<file path="src/rtl/mole_pkg.sv">
// Shared types and constants for the whack-a-hole mole generator.
// Holds the round-controller state encoding and the level-to-hold-time rule.
package mole_pkg;

    typedef enum logic [2:0] {
        ST_IDLE,
        ST_PICK,
        ST_SHOW,
        ST_GAP,
        ST_DONE
    } state_t;

    localparam logic [15:0] LFSR_TAPS = 16'hB400;
    localparam logic [7:0]  SCORE_MAX = 8'd255;

    // Each difficulty level halves the show time, never dropping below one tick.
    function automatic int unsigned hold_ticks(input int unsigned base, input logic [1:0] lvl);
        int unsigned t;
        t = base >> lvl;
        return (t == 0) ? 1 : t;
    endfunction

endpackage

</file>
<file path="src/rtl/mole_lfsr.sv">
// Free-running 16-bit Galois LFSR; reloads SEED on reset or if it ever locks up at zero.
module mole_lfsr #(
    parameter logic [15:0] SEED = 16'hACE1
) (
    input  logic        clk1s,
    input  logic        clr,
    output logic [15:0] q
);
    import mole_pkg::*;

    always_ff @(posedge clk1s) begin
        if (clr || q == 16'h0) begin
            q <= SEED;
        end else begin
            q <= (q >> 1) ^ (q[0] ? LFSR_TAPS : 16'h0);
        end
    end

endmodule

</file>
<file path="src/rtl/mole_seq_gen.sv">
// Round controller for whack-a-hole: picks a hole per round (pattern or LFSR),
// shows it for a level-dependent number of ticks, judges key hits and keeps score.
module mole_seq_gen
    import mole_pkg::*;
#(
    parameter int NHOLE     = 4,
    parameter int PAT_LEN   = 10,
    parameter logic [PAT_LEN*$clog2(NHOLE)-1:0] PATTERN = 20'b10011000100010011001,
    parameter logic [15:0] SEED = 16'hACE1,
    parameter int BASE_HOLD = 8,
    parameter int GAP_TICKS = 1,
    parameter int ROUNDS    = 20,
    localparam int SEQ_W    = $clog2(NHOLE)
) (
    input  logic             clk1s,
    input  logic             clr,
    input  logic             tick_en,
    input  logic             start,
    input  logic             mode,
    input  logic [1:0]       level,
    input  logic [NHOLE-1:0] hit,
    output logic [NHOLE-1:0] mole,
    output logic [SEQ_W-1:0] seq,
    output logic             hit_ok,
    output logic             miss,
    output logic [7:0]       score,
    output logic             done
);

    localparam int RND_W  = $clog2(ROUNDS + 1);
    localparam int PTR_W  = (PAT_LEN > 1) ? $clog2(PAT_LEN) : 1;
    localparam int HOLD_W = $clog2(BASE_HOLD + 1);
    localparam int GAP_W  = (GAP_TICKS > 0) ? $clog2(GAP_TICKS + 1) : 1;

    state_t             state, state_n;
    logic               mode_r, mode_n;
    logic [PTR_W-1:0]   ptr, ptr_n;
    logic [HOLD_W-1:0]  hold, hold_n;
    logic [GAP_W-1:0]   gap, gap_n;
    logic [RND_W-1:0]   rnd, rnd_n;
    logic [NHOLE-1:0]   mole_n;
    logic [SEQ_W-1:0]   seq_n, idx;
    logic [7:0]         score_n;
    logic               hit_ok_n, miss_n, done_n;
    logic [15:0]        lfsr_q;
    logic               unused_lfsr;

    function automatic logic [7:0] sat_inc(input logic [7:0] v);
        return (v == SCORE_MAX) ? SCORE_MAX : v + 8'd1;
    endfunction

    mole_lfsr #(.SEED(SEED)) u_lfsr (
        .clk1s (clk1s),
        .clr   (clr),
        .q     (lfsr_q)
    );

    assign unused_lfsr = ^lfsr_q[15:SEQ_W];

    // In LFSR mode, bump the candidate so the same hole never shows twice in a row.
    always_comb begin
        idx = PATTERN[ptr*SEQ_W +: SEQ_W];
        if (mode_r) begin
            idx = lfsr_q[SEQ_W-1:0];
            if (idx == seq) idx = idx + SEQ_W'(1);
        end
    end

    always_comb begin
        state_n  = state;
        mode_n   = mode_r;
        ptr_n    = ptr;
        hold_n   = hold;
        gap_n    = gap;
        rnd_n    = rnd;
        mole_n   = mole;
        seq_n    = seq;
        score_n  = score;
        hit_ok_n = 1'b0;
        miss_n   = 1'b0;
        done_n   = done;
        case (state)
            ST_IDLE, ST_DONE: begin
                if (start) begin
                    mode_n  = mode;
                    score_n = '0;
                    rnd_n   = '0;
                    done_n  = 1'b0;
                    state_n = ST_PICK;
                end
            end
            ST_PICK: begin
                if (!mode_r) ptr_n = (ptr == PTR_W'(PAT_LEN - 1)) ? '0 : ptr + PTR_W'(1);
                seq_n   = idx;
                mole_n  = NHOLE'(1) << idx;
                hold_n  = HOLD_W'(hold_ticks(int'(BASE_HOLD), level));
                rnd_n   = rnd + RND_W'(1);
                state_n = ST_SHOW;
            end
            ST_SHOW: begin
                // A correct hit outranks a simultaneous timeout.
                if (hit == mole) begin
                    hit_ok_n = 1'b1;
                    score_n  = sat_inc(score);
                    mole_n   = '0;
                    gap_n    = GAP_W'(GAP_TICKS);
                    state_n  = ST_GAP;
                end else if (hit != '0) begin
                    miss_n = 1'b1;
                end else if (tick_en && hold == HOLD_W'(1)) begin
                    miss_n  = 1'b1;
                    mole_n  = '0;
                    gap_n   = GAP_W'(GAP_TICKS);
                    state_n = ST_GAP;
                end else if (tick_en) begin
                    hold_n = hold - HOLD_W'(1);
                end
            end
            ST_GAP: begin
                mole_n = '0;
                if (tick_en) begin
                    if (gap <= GAP_W'(1)) begin
                        if (rnd == RND_W'(ROUNDS)) begin
                            done_n  = 1'b1;
                            state_n = ST_DONE;
                        end else begin
                            state_n = ST_PICK;
                        end
                    end else begin
                        gap_n = gap - GAP_W'(1);
                    end
                end
            end
            default: state_n = ST_IDLE;
        endcase
    end

    always_ff @(posedge clk1s) begin
        if (clr) begin
            state  <= ST_IDLE;
            mode_r <= 1'b0;
            ptr    <= '0;
            hold   <= '0;
            gap    <= '0;
            rnd    <= '0;
            mole   <= '0;
            seq    <= '0;
            score  <= '0;
            hit_ok <= 1'b0;
            miss   <= 1'b0;
            done   <= 1'b0;
        end else begin
            state  <= state_n;
            mode_r <= mode_n;
            ptr    <= ptr_n;
            hold   <= hold_n;
            gap    <= gap_n;
            rnd    <= rnd_n;
            mole   <= mole_n;
            seq    <= seq_n;
            score  <= score_n;
            hit_ok <= hit_ok_n;
            miss   <= miss_n;
            done   <= done_n;
        end
    end

endmodule
</file>
<file path="config.mk">
export PLATFORM = sky130hd
export DESIGN_NAME = mole_seq_gen
export DESIGN_NICKNAME = d
export VERILOG_FILES = /design/src/rtl/mole_pkg.sv /design/src/rtl/mole_lfsr.sv /design/src/rtl/mole_seq_gen.sv
export SDC_FILE = /design/constraint.sdc
export NUM_CORES = 1
export LEC_CHECK = 0
export CORE_ASPECT_RATIO = 0.75
export CORE_MARGIN = 2
export CORE_UTILIZATION = 59
export DETAILED_ROUTE_END_ITERATION = 10
export PLACE_DENSITY = 0.84
export SYNTH_ARGS = -nofsm -noshare
export SYNTH_HDL_FRONTEND = slang
export SYNTH_SLANG_ARGS = --single-unit
</file>
<file path="constraint.sdc">
create_clock -name clk1s -period 3.8 [get_ports clk1s]
set_clock_uncertainty 0.15 [all_clocks]
set_input_delay 0.76 -clock clk1s [delete_from_list [all_inputs] [get_ports clk1s]]
set_output_delay 0.76 -clock clk1s [all_outputs]
set_load 0.05 [all_outputs]
</file>
==> flow_summary.toml <==
[floorplanning]
design.core.area_sq_um = 3732
initial_core_util_pct = 62.79
pin_count = 28
dieArea_sq_um = 4497
die-width_um = 76.78
dieHeight_um = 58.58
rows = 19

[yosys]
synthCells = 267
avgSynthCellArea_sq_um = 8.777
synth_cell_type_count = 57
syn-num-nets = 284
async_flop_share_pct = 0
syn_area_sq_um = 2343
synth_flop_cell = "dfxtp_1"
seq_area_frac_synth_pct = 42.71
postSynthRegisterBits = 50
yosys_warnings = 0
synth-edff-count = 0

[route]
via_per_inst = 5.754
vias = 1991
wl_mm = 4.933
antenna_left = 0
drc = 0
first_pass_iters = 4
wl_per_cell_um = 14.26
drt_iter0_markers = 157

[power]
power.leakage_nw = 0.9938
powerDensity_nw_per_um2 = 432.9
vdd.ir_drop.worst_v = 0.0003861
p_total_mw = 1.188

[final_layout]
antenna_cells = 0
drive_gt1_share_pct = 8.503
final_util_pct = 73.52
design_area_sq_um = 2744
syn_to_final_growth_pct = 17.08
n_fill_cell = 297
nets = 310
final_cells = 346

[critical_path]
worstSetupEndpointType = "output port"
crit_family = "buffers and inverters"
reg2reg_to = "hold[2]$_SDFFE_PP0P_"
endpoint = "score[5]"
cp.depth = 1
path_max_fanout = 6
reg2reg_depth = 5
cp_slowest_cell = "clkdlybuf4s50_1"
worstPathArrival_ps = 1570
crit_path_start = "score[5]$_SDFFE_PP0P_"
cp.buffers_inverters = 1
path_cells = "clkdlybuf4s50_1"
r2r-start = "state[1]$_SDFFE_PP0P_"
critPathMaxStageDelay_ps = 840
cp.required_ps = 2890
crit_type = "flop to output port"
r2r_setup_slack_ps = 1520
start_kind = "flop"

[global_route]
grt_pass1_wl_mm = 8.328
grt_use_total_pct = 23.62
grt_overflow = 0
first_global_vias = 1718
grt_max_degree = 20
grt_antenna_before_repair = 0

[timing]
maxSlewHeadroom_pct = 36.53
timing_hold_violations_final = 0
fmax_ghz = 0.4025
final_max_slew_viol_count = 0
setup_slack_ps = 1316
hold_ws_ps = 291.9
setup-tns-final_ps = 0
rsz0062_at_grt = "no"
final-setup-viol-count = 0
min_period_ps = 2484
fin_crit_sh_pct = 65.38
worst_pin_slew_ps = 939.6

[min_path]
min_path_type = "flop to flop"

[job]
max-cap-violations = 0

[cts]
clkSlewWorstSetupHoldPaths_ps = 90
clockBufferDepth = 2
clock_sinks = 50
clock_latency_ps = 310
numCtsBuffers = 5
cts_root_buf = "clkbuf_8"
cts_tree = "yes"
postCtsSetupBuffers = 0
cts_hold_buf = 0
cts_resized = 0
htreeDepth = 2

[placement]
io_buffers = 27
placed_cells = 338
placed_area_sq_um = 2653
dp_slack_ps = 1069
dpl.hpwl_mm = 3.575
globalplace.congestion = 0.8062

[run_status]
outcome = "completed"
## per-layer routing
metal | vias to the layer above | global-route usage (%) | wire length [um]
li1 | 1008 | - | -
met1 | 923 | 35.15 | 2617
met2 | 53 | 34.09 | 2014
met3 | 7 | 5.215 | 247
met4 | 0 | 7.792 | 53
met5 | - | 0 | 0
## logic make-up after synthesis
| logic type | after synthesis | synth area share [%] |
|---|---|---|
| buffers and inverters | 25 | 4.324 |
| adders and majority gates | 6 | 3.203 |
| DFF | 50 | 42.71 |
| xor gates and xnor gates | 11 | 4.111 |
| and+or+nand+nor | 102 | 24.77 |
| muxes | 4 | 1.709 |
| AOI/OAI and AO/OA | 69 | 19.17 |
## power by group
group,internal (mW),switching (mW),leakage [nW],total [mW]
clock,0.133,0.188,0.0489,0.322
sequential,0.560,0.0404,0.409,0.600
combinational,0.110,0.156,0.536,0.266
total,0.804,0.384,0.994,1.19
## cells in the mapped netlist (all sizes together), types with 2 or more instances
cell     count  area [sq um]
nand2       16         62.56
nor2        26         107.6
mux2i        4         40.04
o31ai        2         15.01
o2111ai      2         17.52
nand3        6         30.03
nor2b        7         43.79
dfxtp       50          1001
buf          5         25.02
a41o         2         22.52
or3b         2         20.02
and4         2         17.52
xnor2        8         70.07
xor2         3         26.28
inv         14         52.55
a211oi       4         35.03
a22o         3         26.28
ha           6         75.07
or3          2         12.51
o21ai       16         83.83
a21oi       26         130.1
nor3         4         20.02
nor4         6         52.55
nand2b       6         37.54
or2          3         18.77
nand3b       4         30.03
nor3b        5         37.54
nand4        4         25.02
a32o         2         20.02
clkbuf       6         23.77
and2         5         31.28
## worst min-delay path by stage
stage / from / to / slack [ps] / cells past startpoint
after floorplan: u_lfsr.q[7]$_SDFF_PP1_ / u_lfsr.q[6]$_SDFF_PP1_ / 260 / 1
after global placement: u_lfsr.q[7]$_SDFF_PP1_ / u_lfsr.q[6]$_SDFF_PP1_ / 270 / 1
after detailed placement: u_lfsr.q[8]$_SDFF_PP0_ / u_lfsr.q[7]$_SDFF_PP1_ / 270 / 1
after CTS: u_lfsr.q[8]$_SDFF_PP0_ / u_lfsr.q[7]$_SDFF_PP1_ / 300 / 1
after global routing: u_lfsr.q[8]$_SDFF_PP0_ / u_lfsr.q[7]$_SDFF_PP1_ / 310 / 1
final: u_lfsr.q[8]$_SDFF_PP0_ / u_lfsr.q[7]$_SDFF_PP1_ / 290 / 1
## registers in the layout (all words and copies together) (netlist names)
register and flops:
rnd 5, state 3, u_lfsr.q 16, score 8, done 1, miss 1, seq 2, hit_ok 1
ptr 4, mole 4, mode_r 1, hold 4
## layout by cell type (no fill, tap or decap), types with 3 or more instances in the layout
cell             netlist  final
a211oi_1               3      3
a21oi_1               26     26
a22o_1                 3      3
and2_1                 5      5
buf_4                  0      3
clkbuf_8               0      5
clkdlybuf4s50_1        0     27
dfxtp_1               50     50
ha_1                   6      6
inv_1                 13     13
mux2i_1                4      4
nand2_1               15     15
nand2b_1               6      6
nand3_1                6      6
nand3b_1               4      4
nand4_1                4      4
nor2_1                24     24
nor2b_1                7      7
nor3_1                 4      4
nor3b_1                5      5
nor4_1                 5      5
o21ai_0               13     13
or2_2                  3      3
xnor2_1                8      8
xor2_1                 3      3
## cell type report
type	instances	area [sq um]	share of cell area [%]
Tap cell	52	65.06	2.371
Timing Repair Buffer	30	292.8	10.67
Clock inverter	3	22.52	0.8208
Sequential cell	50	1001	36.48
Clock buffer	5	68.82	2.508
Inverter	14	52.55	1.915
Multi-Input combinational cell	192	1241	45.23
Note: power is estimated with default switching activity, not from simulation.
